--- src/rtl/dmem_pkg.sv ---
// Shared types and constants for the memory-stage data responder.
package dmem_pkg;

  localparam int unsigned CntWidth = 4;

  typedef enum logic [1:0] {
    StIdle = 2'd0,
    StWait = 2'd1,
    StResp = 2'd2
  } state_e;

  localparam logic [1:0] Lane0 = 2'd0;
  localparam logic [1:0] Lane1 = 2'd1;
  localparam logic [1:0] Lane2 = 2'd2;
  localparam logic [1:0] Lane3 = 2'd3;

  function automatic logic [3:0] lane_be(input logic [1:0] lane);
    logic [3:0] be;
    be = 4'b0000;
    unique case (lane)
      Lane0: be = 4'b0001;
      Lane1: be = 4'b0010;
      Lane2: be = 4'b0100;
      Lane3: be = 4'b1000;
      default: be = 4'b0000;
    endcase
    return be;
  endfunction

  function automatic logic [7:0] lane_byte(input logic [31:0] word, input logic [1:0] lane);
    logic [7:0] b;
    b = 8'h00;
    unique case (lane)
      Lane0: b = word[7:0];
      Lane1: b = word[15:8];
      Lane2: b = word[23:16];
      Lane3: b = word[31:24];
      default: b = 8'h00;
    endcase
    return b;
  endfunction

endpackage

--- src/rtl/dmem_if.sv ---
// Memory-stage data bus between the pipeline (master) and the responder (slave).
// DMEM_BYTE_ACCESS_EN adds the ByteM sideband.
interface dmem_if;

  logic        ReqM;
  logic        MemWriteM;
  logic [31:0] ALUOutM;
  logic [31:0] WriteDataM;
`ifdef DMEM_BYTE_ACCESS_EN
  logic        ByteM;
`endif
  logic [31:0] ReadDataM;
  logic        ReadyM;
  logic        ErrM;
  logic        StallM;

`ifdef DMEM_BYTE_ACCESS_EN
  modport master (
    output ReqM, MemWriteM, ALUOutM, WriteDataM, ByteM,
    input  ReadDataM, ReadyM, ErrM, StallM
  );
  modport slave (
    input  ReqM, MemWriteM, ALUOutM, WriteDataM, ByteM,
    output ReadDataM, ReadyM, ErrM, StallM
  );
`else
  modport master (
    output ReqM, MemWriteM, ALUOutM, WriteDataM,
    input  ReadDataM, ReadyM, ErrM, StallM
  );
  modport slave (
    input  ReqM, MemWriteM, ALUOutM, WriteDataM,
    output ReadDataM, ReadyM, ErrM, StallM
  );
`endif

endinterface

--- src/rtl/dmem_ram.sv ---
// Single-port word RAM with per-byte write enables; contents are never cleared.
// Writes are clocked; the read is combinational so the caller can capture it on the same edge.
module dmem_ram #(
  parameter int unsigned DEPTH_WORDS = 64,
  localparam int unsigned AddrWidth = $clog2(DEPTH_WORDS)
) (
  input  logic                 clk,
  input  logic                 we,
  input  logic [3:0]           be,
  input  logic [AddrWidth-1:0] addr,
  input  logic [31:0]          wdata,
  output logic [31:0]          rdata
);

  logic [31:0] mem [DEPTH_WORDS];

  always_ff @(posedge clk) begin
    if (we) begin
      for (int i = 0; i < 4; i++) begin
        if (be[i]) mem[addr][8*i +: 8] <= wdata[8*i +: 8];
      end
    end
  end

  assign rdata = mem[addr];

endmodule

--- src/rtl/dmem_responder.sv ---
// Memory-stage data responder: word RAM behind an IDLE/WAIT/RESP handshake with wait states.
// Defining DMEM_BYTE_ACCESS_EN enables byte loads/stores selected by ByteM.
module dmem_responder
  import dmem_pkg::*;
#(
  parameter int unsigned DEPTH_WORDS = 64,
  parameter int unsigned WAIT_STATES = 2
) (
  input logic   clk,
  input logic   reset,
  dmem_if.slave bus
);

  localparam int unsigned AddrWidth = $clog2(DEPTH_WORDS);
  localparam logic [CntWidth-1:0] CntInit =
      (WAIT_STATES == 0) ? '0 : CntWidth'(WAIT_STATES - 1);
  localparam logic [31:0] AddrLimit = 32'(4 * DEPTH_WORDS);

  state_e              state_q, state_d;
  logic [CntWidth-1:0] cnt_q, cnt_d;
  logic                we_q, byte_q, err_q;
  logic [31:0]         addr_q, wdata_q, rdata_q;

  logic        req_byte, accept, exec;
  logic        ex_we, ex_byte, ex_err;
  logic [31:0] ex_addr, ex_wdata;
  logic [1:0]  ex_lane;
  logic        ram_we;
  logic [3:0]  ram_be;
  logic [31:0] ram_wdata, ram_rdata, load_data;

`ifdef DMEM_BYTE_ACCESS_EN
  assign req_byte = bus.ByteM;
`else
  assign req_byte = 1'b0;
`endif

  always_comb begin
    state_d = state_q;
    cnt_d   = cnt_q;
    accept  = 1'b0;
    exec    = 1'b0;
    case (state_q)
      StIdle: begin
        if (bus.ReqM) begin
          accept = 1'b1;
          cnt_d  = CntInit;
          if (WAIT_STATES == 0) begin
            exec    = 1'b1;
            state_d = StResp;
          end else begin
            state_d = StWait;
          end
        end
      end
      StWait: begin
        if (cnt_q == '0) begin
          exec    = 1'b1;
          state_d = StResp;
        end else begin
          cnt_d = cnt_q - 1'b1;
        end
      end
      // ReqM here still belongs to the completing access, so it is not re-accepted.
      StResp:  state_d = StIdle;
      default: state_d = StIdle;
    endcase
  end

  // With zero wait states the access executes on the accept edge, straight from the bus.
  always_comb begin
    if (state_q == StIdle) begin
      ex_we    = bus.MemWriteM;
      ex_addr  = bus.ALUOutM;
      ex_wdata = bus.WriteDataM;
      ex_byte  = req_byte;
    end else begin
      ex_we    = we_q;
      ex_addr  = addr_q;
      ex_wdata = wdata_q;
      ex_byte  = byte_q;
    end
  end

  assign ex_lane   = ex_addr[1:0];
  assign ex_err    = (ex_addr >= AddrLimit) || (!ex_byte && (ex_lane != 2'b00));
  assign ram_we    = exec && ex_we && !ex_err;
  assign ram_be    = ex_byte ? lane_be(ex_lane) : 4'b1111;
  assign ram_wdata = ex_byte ? {4{ex_wdata[7:0]}} : ex_wdata;
  assign load_data = ex_byte ? {24'h000000, lane_byte(ram_rdata, ex_lane)} : ram_rdata;

  dmem_ram #(
    .DEPTH_WORDS(DEPTH_WORDS)
  ) u_ram (
    .clk  (clk),
    .we   (ram_we),
    .be   (ram_be),
    .addr (ex_addr[AddrWidth+1:2]),
    .wdata(ram_wdata),
    .rdata(ram_rdata)
  );

  always_ff @(posedge clk or negedge reset) begin
    if (!reset) begin
      state_q <= StIdle;
      cnt_q   <= '0;
      we_q    <= 1'b0;
      byte_q  <= 1'b0;
      addr_q  <= '0;
      wdata_q <= '0;
      err_q   <= 1'b0;
      rdata_q <= '0;
    end else begin
      state_q <= state_d;
      cnt_q   <= cnt_d;
      if (accept) begin
        we_q    <= bus.MemWriteM;
        addr_q  <= bus.ALUOutM;
        wdata_q <= bus.WriteDataM;
        byte_q  <= req_byte;
      end
      if (exec) begin
        err_q <= ex_err;
        if (ex_err) begin
          rdata_q <= '0;
        end else if (!ex_we) begin
          rdata_q <= load_data;
        end
      end
    end
  end

  assign bus.ReadDataM = rdata_q;
  assign bus.ReadyM    = (state_q == StResp);
  assign bus.ErrM      = (state_q == StResp) && err_q;
  assign bus.StallM    = ((state_q == StIdle) && bus.ReqM) || (state_q == StWait);

endmodule
--- src/flat_wrapper.sv ---
// flat-port wrapper written by rule: the top's interface ports become plain ports
module dmem_responder_flat import dmem_pkg::*;
#(
  parameter int unsigned DEPTH_WORDS = 64,
  parameter int unsigned WAIT_STATES = 2
)
  (clk, reset, bus_ReqM, bus_MemWriteM, bus_ALUOutM, bus_WriteDataM, bus_ReadDataM, bus_ReadyM, bus_ErrM, bus_StallM);
  dmem_if bus_i ();
  input logic clk;
  input logic reset;
  input wire logic [$bits(bus_i.ReqM)-1:0] bus_ReqM;
  input wire logic [$bits(bus_i.MemWriteM)-1:0] bus_MemWriteM;
  input wire logic [$bits(bus_i.ALUOutM)-1:0] bus_ALUOutM;
  input wire logic [$bits(bus_i.WriteDataM)-1:0] bus_WriteDataM;
  output wire logic [$bits(bus_i.ReadDataM)-1:0] bus_ReadDataM;
  output wire logic [$bits(bus_i.ReadyM)-1:0] bus_ReadyM;
  output wire logic [$bits(bus_i.ErrM)-1:0] bus_ErrM;
  output wire logic [$bits(bus_i.StallM)-1:0] bus_StallM;
  assign bus_i.ReqM = bus_ReqM;
  assign bus_i.MemWriteM = bus_MemWriteM;
  assign bus_i.ALUOutM = bus_ALUOutM;
  assign bus_i.WriteDataM = bus_WriteDataM;
  assign bus_ReadDataM = bus_i.ReadDataM;
  assign bus_ReadyM = bus_i.ReadyM;
  assign bus_ErrM = bus_i.ErrM;
  assign bus_StallM = bus_i.StallM;
  dmem_responder #(.DEPTH_WORDS(DEPTH_WORDS), .WAIT_STATES(WAIT_STATES)) u_core (.clk(clk), .reset(reset), .bus(bus_i));
endmodule
--- config.mk ---
export PLATFORM = sky130hd
export DESIGN_NAME = dmem_responder_flat
export DESIGN_NICKNAME = d
export VERILOG_FILES = /design/src/rtl/dmem_pkg.sv /design/src/rtl/dmem_if.sv /design/src/rtl/dmem_ram.sv /design/src/rtl/dmem_responder.sv /design/src/flat_wrapper.sv
export SDC_FILE = /design/constraint.sdc
export NUM_CORES = 2
export LEC_CHECK = 0
export BUFFER_PORTS_ARGS = -buffer_cell sky130_fd_sc_hd__buf_2
export CAP_MARGIN = 0
export CORE_ASPECT_RATIO = 1.75
export CORE_UTILIZATION = 33
export CTS_BUF_LIST = sky130_fd_sc_hd__clkbuf_8
export DETAILED_ROUTE_END_ITERATION = 8
export HOLD_SLACK_MARGIN = 0.03
export PLACE_DENSITY_LB_ADDON = 0.12
export SLEW_MARGIN = 40
export SYNTH_ARGS = -nofsm -noshare
export SYNTH_HDL_FRONTEND = slang
export SYNTH_SLANG_ARGS = --single-unit
--- constraint.sdc ---
create_clock -name clk -period 9.72 [get_ports clk]
set_clock_uncertainty 0.1 [all_clocks]
set_input_delay 0.972 -clock clk [delete_from_list [all_inputs] [get_ports clk]]
set_output_delay 0.972 -clock clk [all_outputs]
set_load 0.03 [all_outputs]
==> Word level (Yosys, flattened, before mapping) <==
Memories as Yosys holds them, arrays and structs flattened.
Index checks and enable logic that the tools add are counted.
{ "word_totals": {"word_cells": 47, "ram_bits": 2048, "reg_bits": 104, "memories": 1, "out_inout_bits": 35} }
{ "op_classes": {"addsub": 1, "muxes": 17, "eq_ne": 6, "reduce_logical": 14, "order_cmp": 1} }
{ "memory_table": {"columns": ["name", "words", "word_bits", "rd", "rd_ports_with_merged_regs", "write_ports", "line_no", "rtl"], "rows": [
  ["u_core.u_ram.mem", 64, 32, 1, 0, 1, "dmem_ram.sv:15", "logic [31:0] mem [DEPTH_WORDS];"]
]} }
{ "op_table": {"columns": ["cell", "count"], "rows": [
  ["$mux 32", 4],
  ["$ge 32x9->1 const B", 1],
  ["$mux 4", 2],
  ["$pmux 4 s2", 1],
  ["$mux 1", 7],
  ["$ne 2x2->1 const B", 3],
  ["$logic_and 1x1->1", 4],
  ["$logic_not 4->1", 1],
  ["$mux 2", 2],
  ["$pmux 2 s2", 1],
  ["$reduce_and 2->1", 2],
  ["$reduce_bool 2->1", 2],
  ["$sub 4x1->4 const B", 1],
  ["$reduce_and 3->1", 1],
  ["$eq 2x1->1 const B", 1],
  ["$eq 2x2->1 const B", 1],
  ["$logic_not 2->1", 1],
  ["$logic_or 1x1->1", 2],
  ["$ne 2x1->1 const B", 1],
  ["$logic_not 1->1", 1]
]} }

==> Depth between registers and ports, before layout <==
{ "depth": {"depth_word": 8, "depth_mapped": 12, "mapped_depth_nobuf": 9} }

==> Cells and area by module <==
Synthesis repeated with hierarchy kept, for this count alone.
{ "unflattened": {"cells_unflattened": 5068, "hier_area_um2": 82973.3} }
{ "by_module_without_submodules": {"columns": ["module", "instances", "area_per_inst_um2", "cells_per_inst"], "rows": [
  ["dmem_ram", 1, 78407.7, 4614],
  ["dmem_responder", 1, 4565.6, 454]
]} }

==> Worst setup path after synthesis <==
Ideal clock, no wire load.
{ "synth_timing": {"kind": "input-to-reg", "startpoint": "in bus_ALUOutM[2]", "endpoint": "mem u_core.u_ram.mem[12][0] (enable)", "path_buffers": 3, "required_time_ns": 9.199, "stages": 7, "t_arrival_ns": 3.995, "slack_ns": 5.204, "cell_sequence": "buf_2 > nor2_1 > mux2_2 > clkbuf_1 > clkbuf_1 > nand3_1 > nor2_1"} }
{ "synth_between": {"elab_chain_cells": 7} }
{ "synth_lines": {"columns": ["item", "line_no", "rtl"], "rows": [
  ["start: declaration", "flat_wrapper.sv:13", "input wire logic [$bits(bus_i.ALUOutM)-1:0] bus_ALUOutM;"],
  ["$mux 32 *", "dmem_responder.sv:72", "if (state_q == StIdle) begin"],
  ["$ge 32x9->1", "dmem_responder.sv:86", "assign ex_err = (ex_addr >= AddrLimit) || (!ex_byte && (ex_lane != 2'b00));"],
  ["$logic_or 1x1->1", "dmem_responder.sv:86", null],
  ["$logic_not 1->1", "dmem_responder.sv:87", "assign ram_we = exec && ex_we && !ex_err;"],
  ["$logic_and 1x1->1", "dmem_responder.sv:87", null],
  ["$mux 1", "dmem_ram.sv:18", "if (we) begin"],
  ["$mux 1 (not written as such)", "dmem_ram.sv:20", "if (be[i]) mem[addr][8*i +: 8] <= wdata[8*i +: 8];"],
  ["end: declaration", "dmem_ram.sv:15", null]
]} }
Mark *: on every way between the ends. The rest lies on a longest branch, timed or not.

==> Worst setup path after layout <==
{ "layout_timing": {"startpoint": "reg u_core.state_q[1]", "endpoint": "mem u_core.u_ram.mem[45][10] (enable)"} }
{ "layout_between": {"elab_chain_cells": 8, "word_cells_on_any_way": 13} }
{ "layout_lines": {"columns": ["item", "line_no", "rtl"], "rows": [
  ["start: declaration", "dmem_responder.sv:19", "state_e state_q, state_d;"],
  ["start signal: assignment", "dmem_responder.sv:105", "state_q <= StIdle;"],
  ["start signal: assignment", "dmem_responder.sv:114", "state_q <= state_d;"],
  ["$logic_not 2->1", "dmem_responder.sv:72", null],
  ["$mux 32", "dmem_responder.sv:72", null],
  ["$ge 32x9->1 or $reduce_bool 2->1 (tied branches)", "dmem_responder.sv:86", null],
  ["$logic_or 1x1->1", "dmem_responder.sv:86", null],
  ["$logic_not 1->1", "dmem_responder.sv:87", null],
  ["$logic_and 1x1->1", "dmem_responder.sv:87", null],
  ["$mux 1", "dmem_ram.sv:18", null],
  ["$mux 1 (not written as such)", "dmem_ram.sv:20", null]
]} }
Parallel ways exist; a longest one is shown, timed or not.

==> results by group <==
Run status
  • Status: completed

Finish
  • Most common cell after layout, fill and taps aside: edfxtp_1
  • Layout area overhead: 16.74%
  • Nets: 5917
  • Most frequent cells in the layout: edfxtp_1, nand2_1, o22ai_1
  • Fin util: 38.76%
  • Share of cells above drive strength 1: 15.91%

Global route
  • Vias in the first global route: 52830
  • GRT Residual Overflow: 0
  • First-pass GRT wire length: 464100 um
  • Largest net degree at the start of global routing: 119
  • GRT Overall Usage: 27.34%
  • Initial antenna violation count: between 40 and 50

Synthesis
  • Area leader, netlist: edfxtp_1
  • Mapped Area: around 80000 um^2
  • YS warnings: 0
  • Yosys cell types: 80
  • Post-Syn Instances: between 5000 and 6000
  • FFs w/ async S/R, synth: under 10%
  • Top cells by area, synth: edfxtp_1, nand2_1, o22ai_1, dfrtp_1, a21oi_1
  • Seq/Total Area, Yosys: approximately four fifths
  • Synth top area share: 75.27%
  • Ys flop type: edfxtp_1
  • Flops & latches, synth: 2152
  • Post-synth EDFFs: a little over 2000
  • Syn avg cell area: 14.93 um^2
  • Syn Nets: 5544

Timing
  • Worst slew margin: about a third
  • Setup tns final: 0 ns
  • Fmax: 187.2 MHz
  • Final Hold Viols: 0
  • Finish-stage setup viols: 0
  • RSZ-0062 raised after global routing: no
  • Worst-margin pin slew: slightly above 1 ns
  • Crit share post-route: a little over half
  • Period minus WS final: roughly 5.3 ns
  • Final slew viol count: 0

CTS
  • CTS tree: done
  • Number of CTS-inserted buffers: 332
  • Clock Pin Slew Worst Setup and Hold Paths: 0.07 ns
  • H-tree depth: 5
  • Clock sink count: 2152
  • CTS resizes: 0
  • Clk_lat worst skew: 1.03 ns
  • Root Driver: clkbuf_8
  • Clock buffer depth: 4

Placement
  • DP HPWL: 210900 um
  • IO Port Bufs: 102
  • Gpl congestion: 0.8933

Floorplanning
  • FP Rows: 241
  • I/O pin total: 103
  • Initial core utilization: between 30 and 40%
  • Core Footprint: 246100 um^2
  • Die Span X: 378.1 um
  • Die Area: 249700 um^2
  • Chip height: 660.2 um

Worst hold path
  • Hold WC Path Type: in2reg
  • Hold Path Depth: 3

Setup path
  • Crit-path max FO: 43
  • WP buf/inv: 2
  • Reg2reg setup slack: 4.38 ns
  • Data required, critical path: 10.27 ns
  • Kind of end point of the critical path: flop
  • CP Launch Type: flop
  • Most used cell, CP: buf_4
  • CP top delay family: simple AND/OR/NAND/NOR gates
  • Worst R2R Path Depth: 8
  • Critical path arrival: 5.89 ns
  • CP Cell Sequence: or2_2 > buf_4 > nor3_1 > o21ai_0 > nor2_2 > nand3_2 > nor2_4 > buf_4
  • Crit-path max cell delay: around 0.85 ns
  • CP Class: reg2reg
  • CP Depth: 8
  • Critical Path Slowest Stage Cell: nor2_4

Detailed routing
  • Vias: 53940
  • Drt total wl: 347100 um
  • Post-route ant nets: 0
  • Routed length per instance: 36.92 um
  • Drt pass-1 iters: 5
  • Vias per cell: between 5 and 6
  • Post-route DRC: 0
  • 1st-iter DRT viols: 6824

Run
  • Max_cap viols: 0

Pwr
  • Leakage power: ~32 nW
  • Power per cell area: 332.7 nW/um^2
  • Peak supply drop: 0.2502 mV
## per-stage QoR
step	power [W]	cells	hold slack [ns]	worst slack, ns	cell area [um^2]
6_report	0.03174	9403	0.07791	4.377	95380
5_1_grt	0.03247	9395	0.07115	4.249	95360
4_1_cts	0.03179	9389	0.03003	4.391	95330
3_5_place_dp	0.02431	8768	0.3627	4.085	88800
3_3_place_gp	0.02410	8717	0.3568	1.949	87390
2_1_floorplan	0.01772	5474	0.3402	5.204	81700
## per-layer routing
metal / global-route usage (%) / part of all wire [%]
met2: 46.11 / 49
met4: 16.16 / 6.6
met3: 3.978 / 6.7
met5: 0 / 0.029
met1: 33.07 / 38
## synthesized netlist by cell type (12+ instances only)
master / n
inv_1: 45
o21ai_0: 63
a21oi_1: 416
and3_1: 46
mux2i_1: 49
edfxtp_1: 2048
clkbuf_1: 108
a31oi_1: 68
and2_1: 12
a211oi_1: 72
a32oi_1: 33
buf_4: 24
or4_1: 13
a22o_1: 19
o22ai_1: 437
o2111ai_1: 15
a32o_1: 30
buf_2: 176
o31ai_1: 24
dfrtp_1: 104
a22oi_1: 77
nor4_1: 89
nand2_1: 876
nor2_1: 262
nand3_1: 121
buf_1: 34
nor3_1: 53
o41ai_1: 14
## kinds of logic after synthesis
| group | count (synthesis) | share of synthesized area, % |
|---|---|---|
| AOI/OAI and AO/OA | 1352 | 10.60 |
| DFF | 2152 | 78.46 |
| muxes | 55 | 0.6998 |
| buffers and inverters | 390 | 2.199 |
| and+or+nand+nor | 1521 | 7.988 |
| xor gates and xnor gates | 2 | 0.02144 |
| adders and majority gates | 2 | 0.03062 |
## power breakdown
part           switching (W)  internal (W)
combinational        0.00956       0.00232
sequential          0.000229        0.0121
clock                0.00374       0.00377
total                 0.0135        0.0182
## worst min-delay path, delay by kind of cell
family | cells | cell delay (ns)
buffers and inverters | 1 | 0.09
and+or+nand+nor | 2 | 0.09
## final timing paths
check,endpoint,from
max in group asynchronous,u_core.wdata_q[7]$_DFFE_PN0P_,reset
hold / removal,u_core.wdata_q[4]$_DFFE_PN0P_,bus_WriteDataM[4]
min in group asynchronous,u_core.wdata_q[30]$_DFFE_PN0P_,reset
setup reg to reg,u_core.u_ram.mem[45][10]$_DFFE_PP_,u_core.state_q[1]$_DFFE_PN0P_
hold reg to reg,u_core.wdata_q[29]$_DFFE_PN0P_,u_core.wdata_q[29]$_DFFE_PN0P_
setup / recovery,u_core.u_ram.mem[45][10]$_DFFE_PP_,u_core.state_q[1]$_DFFE_PN0P_
## what timing repair did
action,4_1_cts,5_1_grt
endpoints found under the hold margin,48,0
setup buffers,0,0
hold buffers,25,0
## state kept, by name (all words and copies together) (netlist names)
signal                count
u_core.bus.ReadDataM     32
u_core.err_q              1
u_core.addr_q            32
u_core.we_q               1
u_core.state_q            2
u_core.wdata_q           32
u_core.u_ram.mem       2048
u_core.cnt_q              4
## cell type report
class,count,area [um^2]
Clock inverter,245,1446
Inverter,45,168.9
Tap cell,3280,4104
Multi-Input combinational cell,2932,17130
Timing Repair Buffer,384,3557
Clock buffer,351,4831
Antenna cell,14,35.03
Sequential cell,2152,64100
Fill cell,23220,150700
Note: power is estimated with default switching activity, not from simulation.
